## config.mk

```make
export PLATFORM = sky130hd
export DESIGN_NAME = tcm_arbiter
export DESIGN_NICKNAME = d
export VERILOG_FILES = /design/src/rtl/tcm_arbiter.sv
export SDC_FILE = /design/constraint.sdc
export NUM_CORES = 1
export LEC_CHECK = 0
export BUFFER_PORTS_ARGS = -buffer_cell sky130_fd_sc_hd__buf_4
export CAP_MARGIN = 30
export CORE_AREA = 2 2 89 91
export DETAILED_ROUTE_END_ITERATION = 8
export DIE_AREA = 0 0 91 93
export PLACE_DENSITY = 0.61
export SKIP_CTS_REPAIR_TIMING = 1
export SYNTH_ARGS = -nofsm -noshare
export SYNTH_HDL_FRONTEND = slang
export SYNTH_SLANG_ARGS = --single-unit
```

## constraint.sdc

```tcl
create_clock -name clk -period 2.2 [get_ports clk]
set_input_delay 0.44 -clock clk [delete_from_list [all_inputs] [get_ports clk]]
set_output_delay 0.44 -clock clk [all_outputs]
set_load 0.02 [all_outputs]
```

## src/rtl/tcm_arbiter.sv

```systemverilog
// tcm_arbiter: two-requester front end for the TCM memory block.
//
// The CPU instruction-fetch port (read-only, word accesses) and the data
// port (read/write, byte/word/long) share one TCM access per cycle. The
// data port wins by default; a starvation counter forces ifetch through
// after STARVE_MAX consecutive losses. Data accesses are turned into a
// word-aligned address plus big-endian byte enables with the write data
// replicated across lanes. Misaligned or reserved-size data requests are
// rejected with d_err and never reach the memory.
//
// Handshake: a requester raises *_req and holds its address and controls
// until it sees *_ack (or d_err for the data port) in the same cycle, which
// is combinational from the request. The TCM never stalls, so ack and
// memc_sel always coincide. Read data is returned exactly one cycle after
// the ack; *_rvalid is high in that cycle for the requester that issued the
// read, and *_q carries memr_q straight through in that cycle.
//
// The memory command/response bundles are flattened into memc_* / memr_q.
// dbg_owner and dbg_starve expose the two state registers.

module tcm_arbiter #(
    parameter int AW         = 15,
    parameter int STARVE_MAX = 3
) (
    input  logic          clk,
    input  logic          rst_n,

    // instruction-fetch port
    input  logic          if_req,
    input  logic [AW-1:0] if_a,
    output logic          if_ack,
    output logic          if_rvalid,
    output logic [31:0]   if_q,

    // data port
    input  logic          d_req,
    input  logic          d_wr,
    input  logic [1:0]    d_size,
    input  logic [AW-1:0] d_a,
    input  logic [31:0]   d_wdata,
    output logic          d_ack,
    output logic          d_err,
    output logic          d_rvalid,
    output logic [31:0]   d_q,

    // memory command (MemC)
    output logic          memc_sel,
    output logic          memc_wr,
    output logic [AW-1:0] memc_a,
    output logic [3:0]    memc_be,
    output logic [31:0]   memc_d,

    // memory response (MemR)
    input  logic [31:0]   memr_q,

    // state visibility
    output logic [1:0]    dbg_owner,
    output logic [3:0]    dbg_starve
);

    // pending-owner encoding for the read-return register
    localparam logic [1:0] OWN_NONE = 2'd0;
    localparam logic [1:0] OWN_IF   = 2'd1;
    localparam logic [1:0] OWN_D    = 2'd2;

    // access-size encoding on d_size
    localparam logic [1:0] SZ_BYTE = 2'd0;
    localparam logic [1:0] SZ_WORD = 2'd1;
    localparam logic [1:0] SZ_LONG = 2'd2;

    localparam logic [3:0] STARVE_LIM = 4'(STARVE_MAX);

    logic [1:0]    owner_q;
    logic [1:0]    owner_d;
    logic [3:0]    starve_q;
    logic [3:0]    starve_d;

    logic          d_bad;
    logic          d_legal;
    logic          if_win;
    logic          d_win;

    logic [3:0]    d_be;
    logic [31:0]   d_lane_data;
    logic [AW-1:0] if_word_a;
    logic [AW-1:0] d_word_a;

    // ifetch ignores the byte offset entirely; it is only ever a word fetch
    logic          unused_if_offset;
    assign unused_if_offset = ^if_a[1:0];

    assign if_word_a = {if_a[AW-1:2], 2'b00};
    assign d_word_a  = {d_a[AW-1:2], 2'b00};

    // Legality of the data request: reserved size, or an offset that does
    // not match the natural alignment of the access size.
    always_comb begin
        d_bad = 1'b0;
        case (d_size)
            SZ_BYTE: d_bad = 1'b0;
            SZ_WORD: d_bad = d_a[0];
            SZ_LONG: d_bad = (d_a[1:0] != 2'b00);
            default: d_bad = 1'b1;
        endcase
    end

    assign d_err   = d_req & d_bad;
    assign d_legal = d_req & ~d_bad;

    // Arbitration: data by default; ifetch wins when data has nothing legal
    // to issue or when ifetch has lost STARVE_MAX times in a row. An
    // erroring data request does not count as competition.
    always_comb begin
        if_win = if_req & (~d_legal | (starve_q >= STARVE_LIM));
        d_win  = d_legal & ~if_win;
    end

    assign if_ack = if_win;
    assign d_ack  = d_win;

    // Big-endian lane generation: byte offset 0 lives in bits [31:24].
    // Write data is replicated so the enabled lane always sees the value.
    always_comb begin
        d_be        = 4'hF;
        d_lane_data = d_wdata;
        case (d_size)
            SZ_BYTE: begin
                d_be        = 4'b1000 >> d_a[1:0];
                d_lane_data = {4{d_wdata[7:0]}};
            end
            SZ_WORD: begin
                d_be        = d_a[1] ? 4'b0011 : 4'b1100;
                d_lane_data = {2{d_wdata[15:0]}};
            end
            default: begin
                d_be        = 4'hF;
                d_lane_data = d_wdata;
            end
        endcase
    end

    // Memory command mux: driven by whichever port won, quiet otherwise.
    always_comb begin
        memc_sel = 1'b0;
        memc_wr  = 1'b0;
        memc_a   = '0;
        memc_be  = 4'h0;
        memc_d   = 32'h0;
        if (if_win) begin
            memc_sel = 1'b1;
            memc_wr  = 1'b0;
            memc_a   = if_word_a;
            memc_be  = 4'hF;
            memc_d   = 32'h0;
        end else if (d_win) begin
            memc_sel = 1'b1;
            memc_wr  = d_wr;
            memc_a   = d_word_a;
            memc_be  = d_be;
            memc_d   = d_lane_data;
        end
    end

    // Next pending owner: only reads expect a response next cycle.
    always_comb begin
        owner_d = OWN_NONE;
        if (if_win) begin
            owner_d = OWN_IF;
        end else if (d_win && !d_wr) begin
            owner_d = OWN_D;
        end
    end

    // Next starvation count: cleared whenever ifetch gets in, bumped when it
    // was asking and lost to a legal data request, held at the limit.
    always_comb begin
        starve_d = starve_q;
        if (if_win) begin
            starve_d = 4'd0;
        end else if (if_req && d_win && (starve_q < STARVE_LIM)) begin
            starve_d = starve_q + 4'd1;
        end
    end

    // Pending-owner register; an asynchronous reset drops any in-flight read.
    always_ff @(posedge clk or negedge rst_n) begin
        if (!rst_n) begin
            owner_q <= OWN_NONE;
        end else begin
            owner_q <= owner_d;
        end
    end

    // Starvation counter register.
    always_ff @(posedge clk or negedge rst_n) begin
        if (!rst_n) begin
            starve_q <= 4'd0;
        end else begin
            starve_q <= starve_d;
        end
    end

    // Read return: one-cycle latency, routed to the issuing port only.
    assign if_rvalid = (owner_q == OWN_IF);
    assign d_rvalid  = (owner_q == OWN_D);
    assign if_q      = memr_q;
    assign d_q       = memr_q;

    assign dbg_owner  = owner_q;
    assign dbg_starve = starve_q;

endmodule

```

Yosys cells after proc, flatten, opt, wreduce, memory -nomap -nowiden
Index checks and enable logic that the tools add are counted.

cells by class
  add/subtract/negate cells = 1
  magnitude comparators = 2
  eq/ne operators = 4
  shifts and indexed selects = 1
  mux-type cells = 18
  bitwise logic cells = 8
  reduce and logical (&&, ||, !) cells = 7

operators with widths
  operator               count
  $mux W32               2
  $pmux W32 S2           1
  $mux W15               2
  $mux W4                5
  $pmux W4 S2            1
  $add A4 B1 Y4 const B  1
  $and A1 B1 Y1          4
  $eq A2 B1 Y1 const B   2
  $eq A2 B2 Y1 const B   2
  $ge A4 B2 Y1 const B   1
  $lt A4 B2 Y1 const B   1
  $mux W1                4
  $mux W2                2
  $reduce_bool A2 Y1     2
  $shr A4 B2 Y4 const A  1
  $logic_and A1 B1 Y1    3
  $not A1 Y1             3
  $pmux W1 S3            1
  $logic_not A2 Y1       1
  $logic_not A1 Y1       1
  $or A1 B1 Y1           1

storage, ports and cells
  flip-flop bits (word level) = 6
  input port bits = 101
  output and inout bits = 128
  logic and storage cells = 43

Depth between registers and ports, before layout
  word-level depth = 13
  depth in mapped cells = 6
  mapped depth without buffers = 5

Worst setup path before layout
Ideal clock, no wire load.

  path type = register to output
  from = register starve_q[0] (netlist: dbg_starve[0])
  to = output memc_d[13]
  arrival time = 1.737 ns
  data required time = 1.760 ns
  setup slack = 0.023 ns
  cell stages (with the launch flop) = 6
  path buffers = 1
  path through = dfrtp_1 > ha_1 > o31ai_1 > o211ai_4 > buf_2 > a21oi_1

between the ends
  word-level cells in the longest chain between the ends = 7

RTL lines
  element                 RTL line  RTL
  start, declared         75        logic [3:0] starve_q;
  start signal, assigned  199       starve_q <= starve_d;
  $ge A4 B2 Y1 (*)        114       if_win = if_req & (~d_legal | (starve_q >= STARVE_LIM));
  $or A1 B1 Y1 (*)        114
  $and A1 B1 Y1 (*)       114
  $not A1 Y1              115       d_win = d_legal & ~if_win;
  $and A1 B1 Y1           115
  $mux W32                155       end else if (d_win) begin
  $mux W32 (*)            149       if (if_win) begin
  end, declared           51        output logic [31:0] memc_d,

Every way passes the cells marked *; elsewhere a longest branch is shown, timed or not.

Final worst setup path
  from = register starve_q[1] (netlist: dbg_starve[1])
  to = output memc_a[12]

between the ends
  word-level cells in the longest chain between the ends = 7

RTL lines
  element            RTL line  RTL
  $ge A4 B2 Y1 (*)   114
  $or A1 B1 Y1 (*)   114
  $and A1 B1 Y1 (*)  114
  $not A1 Y1         115
  $and A1 B1 Y1      115
  $mux W15           155
  $mux W15 (*)       149
  end, declared      49        output logic [AW-1:0] memc_a,

Marks and branches as above.

==> impl_metrics.yaml <==
status:
  status: "finished, final reports clean"
yosys:
  synthXorXnorAreaFrac: 0
  synth-adder-area-share: 0.007868
  ys_warn_count: 0
  synth_edf_count: 0
  synth_top_family_by_area: "buffers and inverters"
  avgSynthCellArea_sq_um: 7.609
  synth_async_sr_flop_share: 1.000
  synthTopCellsByArea: "buf_4 (32%), mux2i_1 (10%), dfrtp_1 (9.4%)"
  yosys.area.top_type: "buf_4"
  synth_area_sq_um: 1590
  synth_top_area_share: 0.3163
  seq_area_frac_synth: 0.09441
  synth_compound_area_frac: 0.2148
  synth-seq-cells: 6
  yosysUniqueCellTypes: 31
  synthSimpleGateAreaFrac: 0.1518
  synth_ff_type: "dfrtp_1"
  synthMuxAreaShare: 0.1574
  syn_inst: 209
layout:
  drive_above_1_share: 0.6570
  post-route-util: 0.3321
  fin_nets: 381
  area_growth_pct: 57.20
  n_antenna_cell: 0
setup_path:
  critPathMaxFanout: 6
  startpoint_type: "flip-flop"
  crit_type: "reg2out"
  ff2ff_setup_slack_ns: 0.86
  arrival_ns: 1.73
  required_ns: 1.76
  reg2regPathDepth: 5
  reg2reg_from: "dbg_starve[1]"
  timing.rr.end: "dbg_owner[1]"
  end_kind: "primary output"
cts:
  worstSkewPairLatency_ns: 0.22
  clkSlewWorstSetupHoldPaths_ns: 0.04
  cts-root-buf: "clkbuf_8"
  numCtsBuffers: 3
  cts.sink_count: 6
  h-tree-depth: 1
  cts_buffer_depth: 2
  cts_tree: "built"
routing:
  ant_nets: 0
  drtIter0Drc: 52
  post-route-drc-count: 0
  drtPass1Iterations: 4
  vias: 1715
  vias_per_cell: 4.525
  routedWlPerCell_um: 14.95
  finalWirelength_mm: 5.667
sta:
  rsz0062_at_grt: "true"
  min_period_over_period: 0.9879
  skew_ns: 0.0003906
  finalHoldViolCount: 0
  fmax_ghz: 0.4601
  maxSlewViolCount: 0
  setup_viol: 0
  finalCriticalPeriod_ns: 2.173
  setup_ws_ns: 0.02653
die:
  initial_core_util: 0.2113
  top_level_ports: 229
  num_rows: 32
  die_w_um: 91
  core_sq_um: 7527
  die_area_sq_um: 8463
  dieHeight_um: 93
power_and_ir_drop:
  design_power_total_mw: 0.8413
  clkPwrFrac: 0.195
  power.switching_mw: 0.3144
  p_int_mw: 0.5269
  p_sw_frac: 0.3737
  leakagePower_nw: 1.255
  powerDensity_nw_per_um2: 336.5
  p_seq_frac: 0.143
  ir_drop_uv: 301.0
  combPwrFrac: 0.662
placement:
  port_buffers: 128
  pre_cts_ws_ns: 0.07335
  gp_congestion: 0.7218
  dp_hpwl_mm: 4.289
global_routing:
  grt_max_degree: 30
  grt_pass1_wl_mm: 7.852
  antenna_found_initial: 0
  grt_pass1_vias: 1573
  grt-ovfl-total: 0
  grt_use_total: 0.1132
flow_run:
  max_cap_violations: 0
hold_path:
  holdCritPathClass: "in2async"
layout by cell type (no fill, tap or decap), drive strengths merged, types with 4 or more instances in the layout:
cell and instances:
buf 142, nor2 20, mux2i 16, a32o 13, o21ai 10, and2 10
a21oi 10, nand2 9, mux2 8, dfrtp 6, clkbuf 5, nand2b 4
nor2b 4
per-stage QoR:
step,cells,instance area [sq um],hold slack [ns],TNS [ns]
3_3_place_gp,372,2218,0.2491,0
2_1_floorplan,210,1594,0.1444,0
3_5_place_dp,372,2218,0.2513,0
6_report,379,2500,0.01688,0
5_1_grt,379,2500,0.01316,-0.7022
4_1_cts,375,2260,0.01455,-2.426
how the worst max path moves through the flow:
stage,from,to,cells after the start
after global placement,d_size[0],memc_d[2],8
final,dbg_starve[1],memc_a[12],7
after floorplan,dbg_starve[0],memc_d[13],5
after detailed placement,dbg_starve[0],memc_d[13],7
after global routing,dbg_starve[1],memc_a[8],7
after CTS,dbg_starve[0],memc_wr,8
cell families (layout without fill, tap and decap cells):
kind of cell    Yosys count  in the layout
buf+inv                  83            150
simple gates             50             50
compound gates           44             44
mux                      24             24
flops                     6              6
fa+ha+maj                 1              1
other cells               1              2
worst max-delay path: stages, from the launching register on:
cell and delay, ns:
dfrtp_1 0.40, ha_4 0.18, o31ai_4 0.25, o211ai_4 0.14, clkinv_4 0.13, clkbuf_16 0.15
a32o_1 0.14, buf_6 0.12
power by group through the flow:
stage               Clock, mW  Sequential [mW]  Combinational, mW
floorplan                   0            0.127              0.413
global route            0.179            0.120              0.597
global placement            0            0.121              0.492
finish                  0.164            0.120              0.557
CTS                     0.169            0.120              0.500
detailed placement          0            0.122              0.498
layout make-up:
cell class	instances	area, sq um
fill	790	5027
timing repair buffer	144	1242
multi-input combinational	121	922.1
clock buffer	3	41.29
sequential	6	150.1
inverter	3	16.27
tap	102	127.6
cells in the mapped netlist, types with 6 or more instances:
master     n
clkbuf_1   6
nor2_1    20
mux2i_1   16
and2_1    10
a21oi_1    9
buf_4     67
a32o_1    13
nand2_1    9
o21ai_0   10
dfrtp_1    6
mux2_2     8
per-layer routing:
layer,vias to the layer above,share of wire,routed length [um],track usage
met3,16,0.11,632,0.03384
met1,785,0.34,1916,0.1186
met5,-,0,0,0
met2,124,0.54,3034,0.2204
li1,790,-,-,-
met4,0,0.014,82,0.02652
sequential cells by signal, summed over array words and instances, names as in the netlist:
register    count
dbg_owner       2
dbg_starve      4
Note: power is estimated with default switching activity, not from simulation.
